==> config.mk <==
export PLATFORM = sky130hd
export DESIGN_NAME = serial_adder
export DESIGN_NICKNAME = d
export VERILOG_FILES = /design/src/rtl/serial_adder_pkg.sv /design/src/rtl/serial_adder_fa_digit.sv /design/src/rtl/serial_adder.sv
export SDC_FILE = /design/constraint.sdc
export NUM_CORES = 1
export LEC_CHECK = 0
export BUFFER_PORTS_ARGS = -buffer_cell sky130_fd_sc_hd__buf_2
export CELL_PAD_IN_SITES_DETAIL_PLACEMENT = 1
export CELL_PAD_IN_SITES_GLOBAL_PLACEMENT = 2
export CORE_MARGIN = 10
export CORE_UTILIZATION = 33
export DETAILED_ROUTE_END_ITERATION = 10
export PLACE_DENSITY_LB_ADDON = 0.3
export SYNTH_ARGS = -nofsm -noshare
export SYNTH_HDL_FRONTEND = slang
export SYNTH_SLANG_ARGS = --single-unit
==> constraint.sdc <==
create_clock -name clk -period 1.4 [get_ports clk]
set_input_delay 0.14 -clock clk [delete_from_list [all_inputs] [get_ports clk]]
set_output_delay 0.14 -clock clk [all_outputs]
set_load 0.05 [all_outputs]
==> src/rtl/serial_adder_pkg.sv <==
// serial_adder shared types: FSM state encoding and counter sizing.
// Optional feature macro: SERIAL_ADDER_OVF_EN (see serial_adder.sv).
package serial_adder_pkg;

  typedef enum logic [1:0] {
    IDLE = 2'b00,
    RUN  = 2'b01,
    DONE = 2'b10
  } state_t;

  function automatic int cnt_w(int width, int digit);
    int n;
    n = width / digit;
    return (n > 1) ? $clog2(n) : 1;
  endfunction

endpackage

==> src/rtl/serial_adder_fa_digit.sv <==
// fa_digit: combinational DIGIT-bit ripple-carry adder slice.
// Used by serial_adder once per RUN cycle.
module fa_digit #(
  parameter int DIGIT = 1
) (
  input  logic [DIGIT-1:0] x,
  input  logic [DIGIT-1:0] y,
  input  logic             ci,
  output logic [DIGIT-1:0] s,
  output logic             co
);

  logic [DIGIT:0] c;

  always_comb begin
    s    = '0;
    c    = '0;
    c[0] = ci;
    for (int i = 0; i < DIGIT; i++) begin
      s[i]   = x[i] ^ y[i] ^ c[i];
      c[i+1] = (x[i] & y[i]) | (c[i] & (x[i] ^ y[i]));
    end
  end

  assign co = c[DIGIT];

endmodule

==> src/rtl/serial_adder.sv <==
// serial_adder: digit-serial adder, DIGIT bits per cycle, valid/ready.
// Define SERIAL_ADDER_OVF_EN to add the signed overflow output.
module serial_adder
  import serial_adder_pkg::*;
#(
  parameter int WIDTH = 8,
  parameter int DIGIT = 1
) (
  input  logic             clk,
  input  logic             rst_n,
  input  logic             in_valid,
  output logic             in_ready,
  input  logic [WIDTH-1:0] a,
  input  logic [WIDTH-1:0] b,
  input  logic             carry_in,
  output logic             out_valid,
  input  logic             out_ready,
  output logic [WIDTH-1:0] sum,
  output logic             carry_out
`ifdef SERIAL_ADDER_OVF_EN
  ,
  output logic             overflow
`endif
);

  localparam int N  = WIDTH / DIGIT;
  localparam int CW = cnt_w(WIDTH, DIGIT);

  if (WIDTH < 1 || WIDTH > 64 || DIGIT < 1 ||
      DIGIT > WIDTH || (WIDTH % DIGIT) != 0) begin : g_bad_cfg
    $error("serial_adder: illegal WIDTH/DIGIT");
  end

  state_t           state_q;
  state_t           state_d;
  logic [WIDTH-1:0] a_q;
  logic [WIDTH-1:0] b_q;
  logic [WIDTH-1:0] sum_q;
  logic [WIDTH-1:0] sum_nxt;
  logic [WIDTH-1:0] ds_ext;
  logic [CW-1:0]    cnt_q;
  logic             cy_q;
  logic             co_q;
  logic [DIGIT-1:0] ds;
  logic             dco;
  logic             last;
  logic             acc;
  logic             run;
  logic             fin;

  fa_digit #(.DIGIT(DIGIT)) u_fa (
    .x  (a_q[DIGIT-1:0]),
    .y  (b_q[DIGIT-1:0]),
    .ci (cy_q),
    .s  (ds),
    .co (dco)
  );

  assign last = (cnt_q == CW'(N - 1));
  assign acc  = in_valid && (state_q == IDLE);
  assign run  = (state_q == RUN);
  assign fin  = out_ready && (state_q == DONE);

  // Each digit enters at the MSB end, so after N cycles bit 0 is at bit 0.
  assign ds_ext  = WIDTH'(ds);
  assign sum_nxt = (sum_q >> DIGIT) | (ds_ext << (WIDTH - DIGIT));

  always_ff @(posedge clk or negedge rst_n) begin
    if (!rst_n) state_q <= IDLE;
    else        state_q <= state_d;
  end

  always_comb begin
    state_d = state_q;
    unique case (state_q)
      IDLE:    if (in_valid)  state_d = RUN;
      RUN:     if (last)      state_d = DONE;
      DONE:    if (out_ready) state_d = IDLE;
      default: state_d = IDLE;
    endcase
  end

  always_comb begin
    in_ready  = 1'b0;
    out_valid = 1'b0;
    unique case (state_q)
      IDLE:    in_ready  = 1'b1;
      DONE:    out_valid = 1'b1;
      default: ;
    endcase
  end

  always_ff @(posedge clk or negedge rst_n) begin
    if (!rst_n) begin
      a_q   <= '0;
      b_q   <= '0;
      sum_q <= '0;
      cnt_q <= '0;
      cy_q  <= 1'b0;
      co_q  <= 1'b0;
    end else if (acc) begin
      a_q   <= a;
      b_q   <= b;
      sum_q <= '0;
      cnt_q <= '0;
      cy_q  <= carry_in;
      co_q  <= 1'b0;
    end else if (run) begin
      a_q   <= a_q >> DIGIT;
      b_q   <= b_q >> DIGIT;
      sum_q <= sum_nxt;
      cnt_q <= cnt_q + CW'(1);
      cy_q  <= dco;
      if (last) co_q <= dco;
    end else if (fin) begin
      sum_q <= '0;
      co_q  <= 1'b0;
    end
  end

  assign sum       = out_valid ? sum_q : '0;
  assign carry_out = out_valid & co_q;

`ifdef SERIAL_ADDER_OVF_EN
  logic am_q;
  logic bm_q;
  logic ovf_q;

  // Signed overflow: operands agree in sign, result MSB disagrees.
  always_ff @(posedge clk or negedge rst_n) begin
    if (!rst_n) begin
      am_q  <= 1'b0;
      bm_q  <= 1'b0;
      ovf_q <= 1'b0;
    end else if (acc) begin
      am_q  <= a[WIDTH-1];
      bm_q  <= b[WIDTH-1];
      ovf_q <= 1'b0;
    end else if (run && last) begin
      ovf_q <= (am_q == bm_q) && (ds[DIGIT-1] != am_q);
    end else if (fin) begin
      ovf_q <= 1'b0;
    end
  end

  assign overflow = out_valid & ovf_q;
`endif

endmodule
## After elaboration in Yosys (flattened, before gate mapping)

Index checks and enable logic that the tools add are counted.

| word-level totals | value |
|---|---|
| output and inout bits | 11 |
| logic and storage cells | 51 |
| input port bits | 21 |
| bits in writable memories | 0 |
| memories kept | 0 |
| bits in latches | 0 |
| flip-flop bits (word level) | 31 |
| bits in read-only memories | 0 |

| cells by class | value |
|---|---|
| equal/unequal tests | 7 |
| div/mod/pow operators | 0 |
| $lt $le $gt $ge | 0 |
| multiply operators | 0 |
| mux-type cells | 22 |
| add/subtract/negate cells | 1 |
| shifts and indexed selects | 0 |
| bitwise gates (word level) | 7 |
| reductions and logical operators | 7 |

Operator list:

| operator | count |
|---|---|
| two-way mux 8 bit | 8 |
| two-way mux 1 bit | 8 |
| OR 7 x 8 -> 8 bit | 1 |
| two-way mux 2 bit | 3 |
| two-way mux 3 bit | 2 |
| != test 2 bit (second input constant) | 3 |
| case mux 2 bit (3 select lines) | 1 |
| adder 3 x 1 -> 3 bit (second input constant) | 1 |
| AND 1 bit | 3 |
| equality test 3 bit (second input constant) | 1 |
| != test 3 bit (second input constant) | 1 |
| AND reduction 3 bit | 1 |
| nonzero test 3 bit | 1 |
| equality test 2 x 1 -> 1 bit (second input constant) | 1 |
| equality test 2 bit (second input constant) | 1 |
| logical AND 1 bit | 2 |
| zero test 2 bit | 1 |
| AND reduction 2 bit | 1 |
| nonzero test 2 bit | 1 |
| XOR 1 bit | 2 |
| OR 1 bit | 1 |

## Logic depth before layout (Yosys ltp)

| depth | value |
|---|---|
| depth after elaboration | 6 |
| depth in mapped cells | 5 |
| gate-level depth less buffers | 5 |

## Modules after synthesis

A second synthesis with hierarchy kept.

| unflattened totals | value |
|---|---|
| cells, all modules | 131 |
| area, all modules | 1373.8 sq um |

By module, submodules not included:

| module | seq. area each (sq um) | instances | cells each | area an instance (sq um) |
|---|---|---|---|---|
| serial_adder | 775.7 | 1 | 130 | 1353.8 |
| fa_digit | 0.0 | 1 | 1 | 20.0 |

## Worst setup path before layout

OpenSTA, ideal clock, no wires.

| timing path | value |
|---|---|
| path kind | register to output |
| from | reg state_q[0] |
| to | out carry_out |
| stages on the path, launching flop included | 4 |
| setup slack | -0.253 ns |
| path buffers | 1 |
| data required time | 1.260 ns |
| data arrival time | 1.513 ns |
| cell sequence | dfrtp_1 nor2b_1 buf_2 and2_1 |

| between the ends | value |
|---|---|
| longest elaborated chain between the ends | 3 |

Ends and longest elaborated chain:

| what | line | source |
|---|---|---|
| start: declaration | serial_adder.sv:34 | `state_t state_q;` |
| start signal: assignment | serial_adder.sv:70 | `else state_q <= state_d;` |
| equality test 2 bit | serial_adder.sv:86 | `unique case (state_q)` |
| two-way mux 1 bit | serial_adder.sv:86 |  |
| named net out_valid | serial_adder.sv:16 | `output logic out_valid,` |
| AND 1 bit | serial_adder.sv:122 | `assign carry_out = out_valid & co_q;` |
| end: declaration | serial_adder.sv:19 | `output logic carry_out` |

The timed path passes the listed nets, and every way through them passes these cells.

## Worst setup path after layout

| timing path | value |
|---|---|
| from | reg state_q[0] |
| to | out sum[3] |

| between the ends | value |
|---|---|
| longest elaborated chain between the ends | 3 |

Ends and longest elaborated chain:

| what | line | source |
|---|---|---|
| equality test 2 bit | serial_adder.sv:86 |  |
| two-way mux 1 bit | serial_adder.sv:86 |  |
| two-way mux 8 bit | serial_adder.sv:121 | `assign sum = out_valid ? sum_q : '0;` |
| end: declaration | serial_adder.sv:18 | `output logic [WIDTH-1:0] sum,` |

No other way between the ends.

==> qor.json <==
{
  "detailed_routing": {
    "dr.first_iter.drc_count": 74,
    "drt-pass1-iter-count": 4,
    "vias": 1208,
    "totalWireLength_mm": 4.06,
    "detail-route-antenna-nets": 0,
    "drc": 0,
    "vias_per_cell": 5.30,
    "post_drt_wl_per_cell_um": 17.8
  },
  "floorplanning": {
    "die_width_um": 86.0,
    "core_um2": 4120,
    "row_count": 23,
    "ios": 32,
    "starting_utilization_of_the_core_area": 0.350,
    "die_height_um": 86.0,
    "design.die.area_um2": 7400
  },
  "global_route": {
    "grt_pass1_wl_mm": 6.77,
    "global_route.peak_usage_layer": "met2",
    "grt.met3_usage": 0.0341,
    "grt_util_met2": 0.181,
    "first_global_vias": 1327,
    "grt_start_max_net_pins": 32,
    "grt_overflow": 0,
    "antenna_found_initial": 0,
    "met1_usage": 0.138,
    "grt_use_total": 0.114
  },
  "synth": {
    "synth_cells": 131,
    "syn_std_cell_area_um2": 1440,
    "synth.avg_cell_area_um2": 11.0,
    "netlist.top_cell.by_area": "dfrtp_1",
    "synth_area_leaders": "dfrtp_1 (54%), a22oi_1 (7.3%), o21ai_0 (5.6%), a22o_1 (5.5%), and2_1 (3.9%)",
    "synth_sequential_area_ratio": 0.539,
    "synth-seq-cells": 31,
    "post_synth_num_cell_types": 24,
    "synth_fp_nets": 155,
    "synth-warning-count": 0,
    "synth_top_area_frac": 0.539
  },
  "sta": {
    "final.period_utilization": 1.05,
    "fin_skew_ns": 0.00577,
    "layout_setup_ws_ns": -0.0656,
    "hold_viol_final": 0,
    "hold_ws_ns": 0.134,
    "fin_crit_ns": 1.47,
    "timing_max_transition_violations_final": 0,
    "max_clock_freq_mhz": 682,
    "max-slew-margin-rel": 0.833,
    "worst-slew-pin-transition_ns": 0.250,
    "setup_viol_count_final": 9,
    "unrepaired_setup_endpoints_after_global_routing": "yes"
  },
  "final_layout": {
    "n_fill_cell": 458,
    "final_cell_mix": "dfrtp_1 (30), buf_2 (20), o21ai_0 (15), nand2_1 (13), a22oi_1 (12)",
    "area.growth.synth_to_final_pct": 39.9,
    "fin_cells": 228,
    "fin_util": 0.489,
    "num_antenna_cells": 0,
    "layout.nets": 201,
    "final_common_cell": "dfrtp_1",
    "drive_above_1_share": 0.399
  },
  "placed_design": {
    "dpl.hpwl_mm": 2.64,
    "placed_cells_incl_taps": 211,
    "preCtsSetupSlack_ns": 0.0711,
    "io_buffer_count": 31,
    "gp_routability_congestion": 0.703
  },
  "worst_setup_path": {
    "critPathSlowestCell": "dfrtp_2",
    "crit_path_end_kind": "output port",
    "worst-endpoint-arrival_ns": 1.33,
    "cp_num_buf_inv": 2,
    "cp_required_ns": 1.26,
    "critical_path.max_stage_delay_ns": 0.46,
    "critPathLaunchType": "register",
    "path_max_fanout": 6,
    "crit_path_cell_trace": "nor2b_4, buf_6, and2_4, buf_8",
    "timing.setup.critical_path_class": "reg -> out",
    "cpLargestDelayFamily": "flip-flops"
  },
  "outcome": {
    "outcome": "finished, violations left",
    "violations": "negative setup slack"
  },
  "clock_network": {
    "clock_sink_count": 31,
    "clk-insertion-delay-late_ns": 0.28,
    "cts_inserted_buffers": 5,
    "clk_pin_slew_worst_paths_ns": 0.06,
    "tritoncts": "yes",
    "clockBufferDepth": 2,
    "cts-root-buf": "clkbuf_8",
    "maximum_level_of_the_cts_h_tree": 2
  },
  "power": {
    "ir_worst_vdd_mv": 0.829,
    "p_per_area_nw_per_um2": 1820,
    "total_power_uw": 3660,
    "p_leak_uw": 0.000926
  },
  "min_path": {
    "worstHoldPathType": "in -> reg"
  },
  "run": {
    "cap_viol_max_count": 0
  }
}
worst paths after layout:
kind	from	endpoint	slack, ns	cells after the start
hold / removal	b[7]	b_q[7]$_DFFE_PN0P_	0.13	2
max in group asynchronous	rst_n	state_q[0]$_DFFE_PN0P_	0.86	3
min in group asynchronous	rst_n	sum_q[5]$_DFFE_PN0P_	0.34	3
hold reg to reg	a_q[6]$_DFFE_PN0P_	a_q[6]$_DFFE_PN0P_	0.48	2
setup reg to reg	state_q[1]$_DFFE_PN0P_	a_q[7]$_DFFE_PN0P_	0.05	5
setup / recovery	state_q[0]$_DFFE_PN0P_	sum[3]	-0.07	4
cell usage after synthesis:
cell type	n
dfrtp_1	31
o21ai_0	16
a22oi_1	14
nand2_1	13
a22o_1	9
and2_1	9
buf_2	5
inv_1	5
a2bb2oi_1	4
buf_4	3
nand2b_1	3
a21oi_1	2
a32o_1	2
and2b_1	2
ha_1	2
nor2_1	2
nor2b_1	2
a21boi_4	1
a21o_1	1
clkbuf_1	1
fa_1	1
o21bai_4	1
o22ai_1	1
o2bb2ai_1	1
report_power, final:
group / internal, uW / switching (uW)
Sequential: 1250 / 258
Combinational: 722 / 764
Clock: 348 / 319
stage by stage:
stage | area (um2) | TNS (ns)
after global routing | 2010 | -1.00
after global placement | 1700 | 0
after floorplan | 1460 | -0.263
final | 2010 | -0.503
after detailed placement | 1700 | 0
after CTS | 1960 | -0.428
final cells by class:
cell class	instances	area [um2]	share of cell area
Sequential cell	31	777	0.386
Multi-Input combinational cell	87	657	0.326
Timing Repair Buffer	47	417	0.207
Clock buffer	7	76.3	0.0379
Tap cell	50	62.6	0.0311
Clock inverter	1	5.00	0.00249
Inverter	5	18.8	0.00932
sequential cells by signal, summed over array words and instances, names as in the netlist:
name and flops:
a_q 8, cnt_q 3, co_q 1, state_q 2, cy_q 1, b_q 8, sum_q 8
timing repair:
action                                 in CTS  in global routing
endpoints found under the hold margin      31                  0
hold buffers                                1                  0
resized for setup                          48                  6
pin swaps                                   2                  0
cloned                                      1                  1
buffers inserted                            3                  3
setup endpoints to repair                  11                 28
metal layers:
metal,routed length (um),vias up
met5,0,-
met4,91,0
met3,183,8
met2,2010,27
met1,1780,611
li1,-,562
cells by family (layout without fill, tap and decap cells):
logic type / Yosys count / count (layout) / synth area share
compound gates: 52 / 53 / 0.270
flops: 31 / 31 / 0.539
simple gates: 31 / 31 / 0.110
buf+inv: 14 / 60 / 0.0487
fa+ha+maj: 3 / 3 / 0.0313
(Power assumes the default switching activity.)
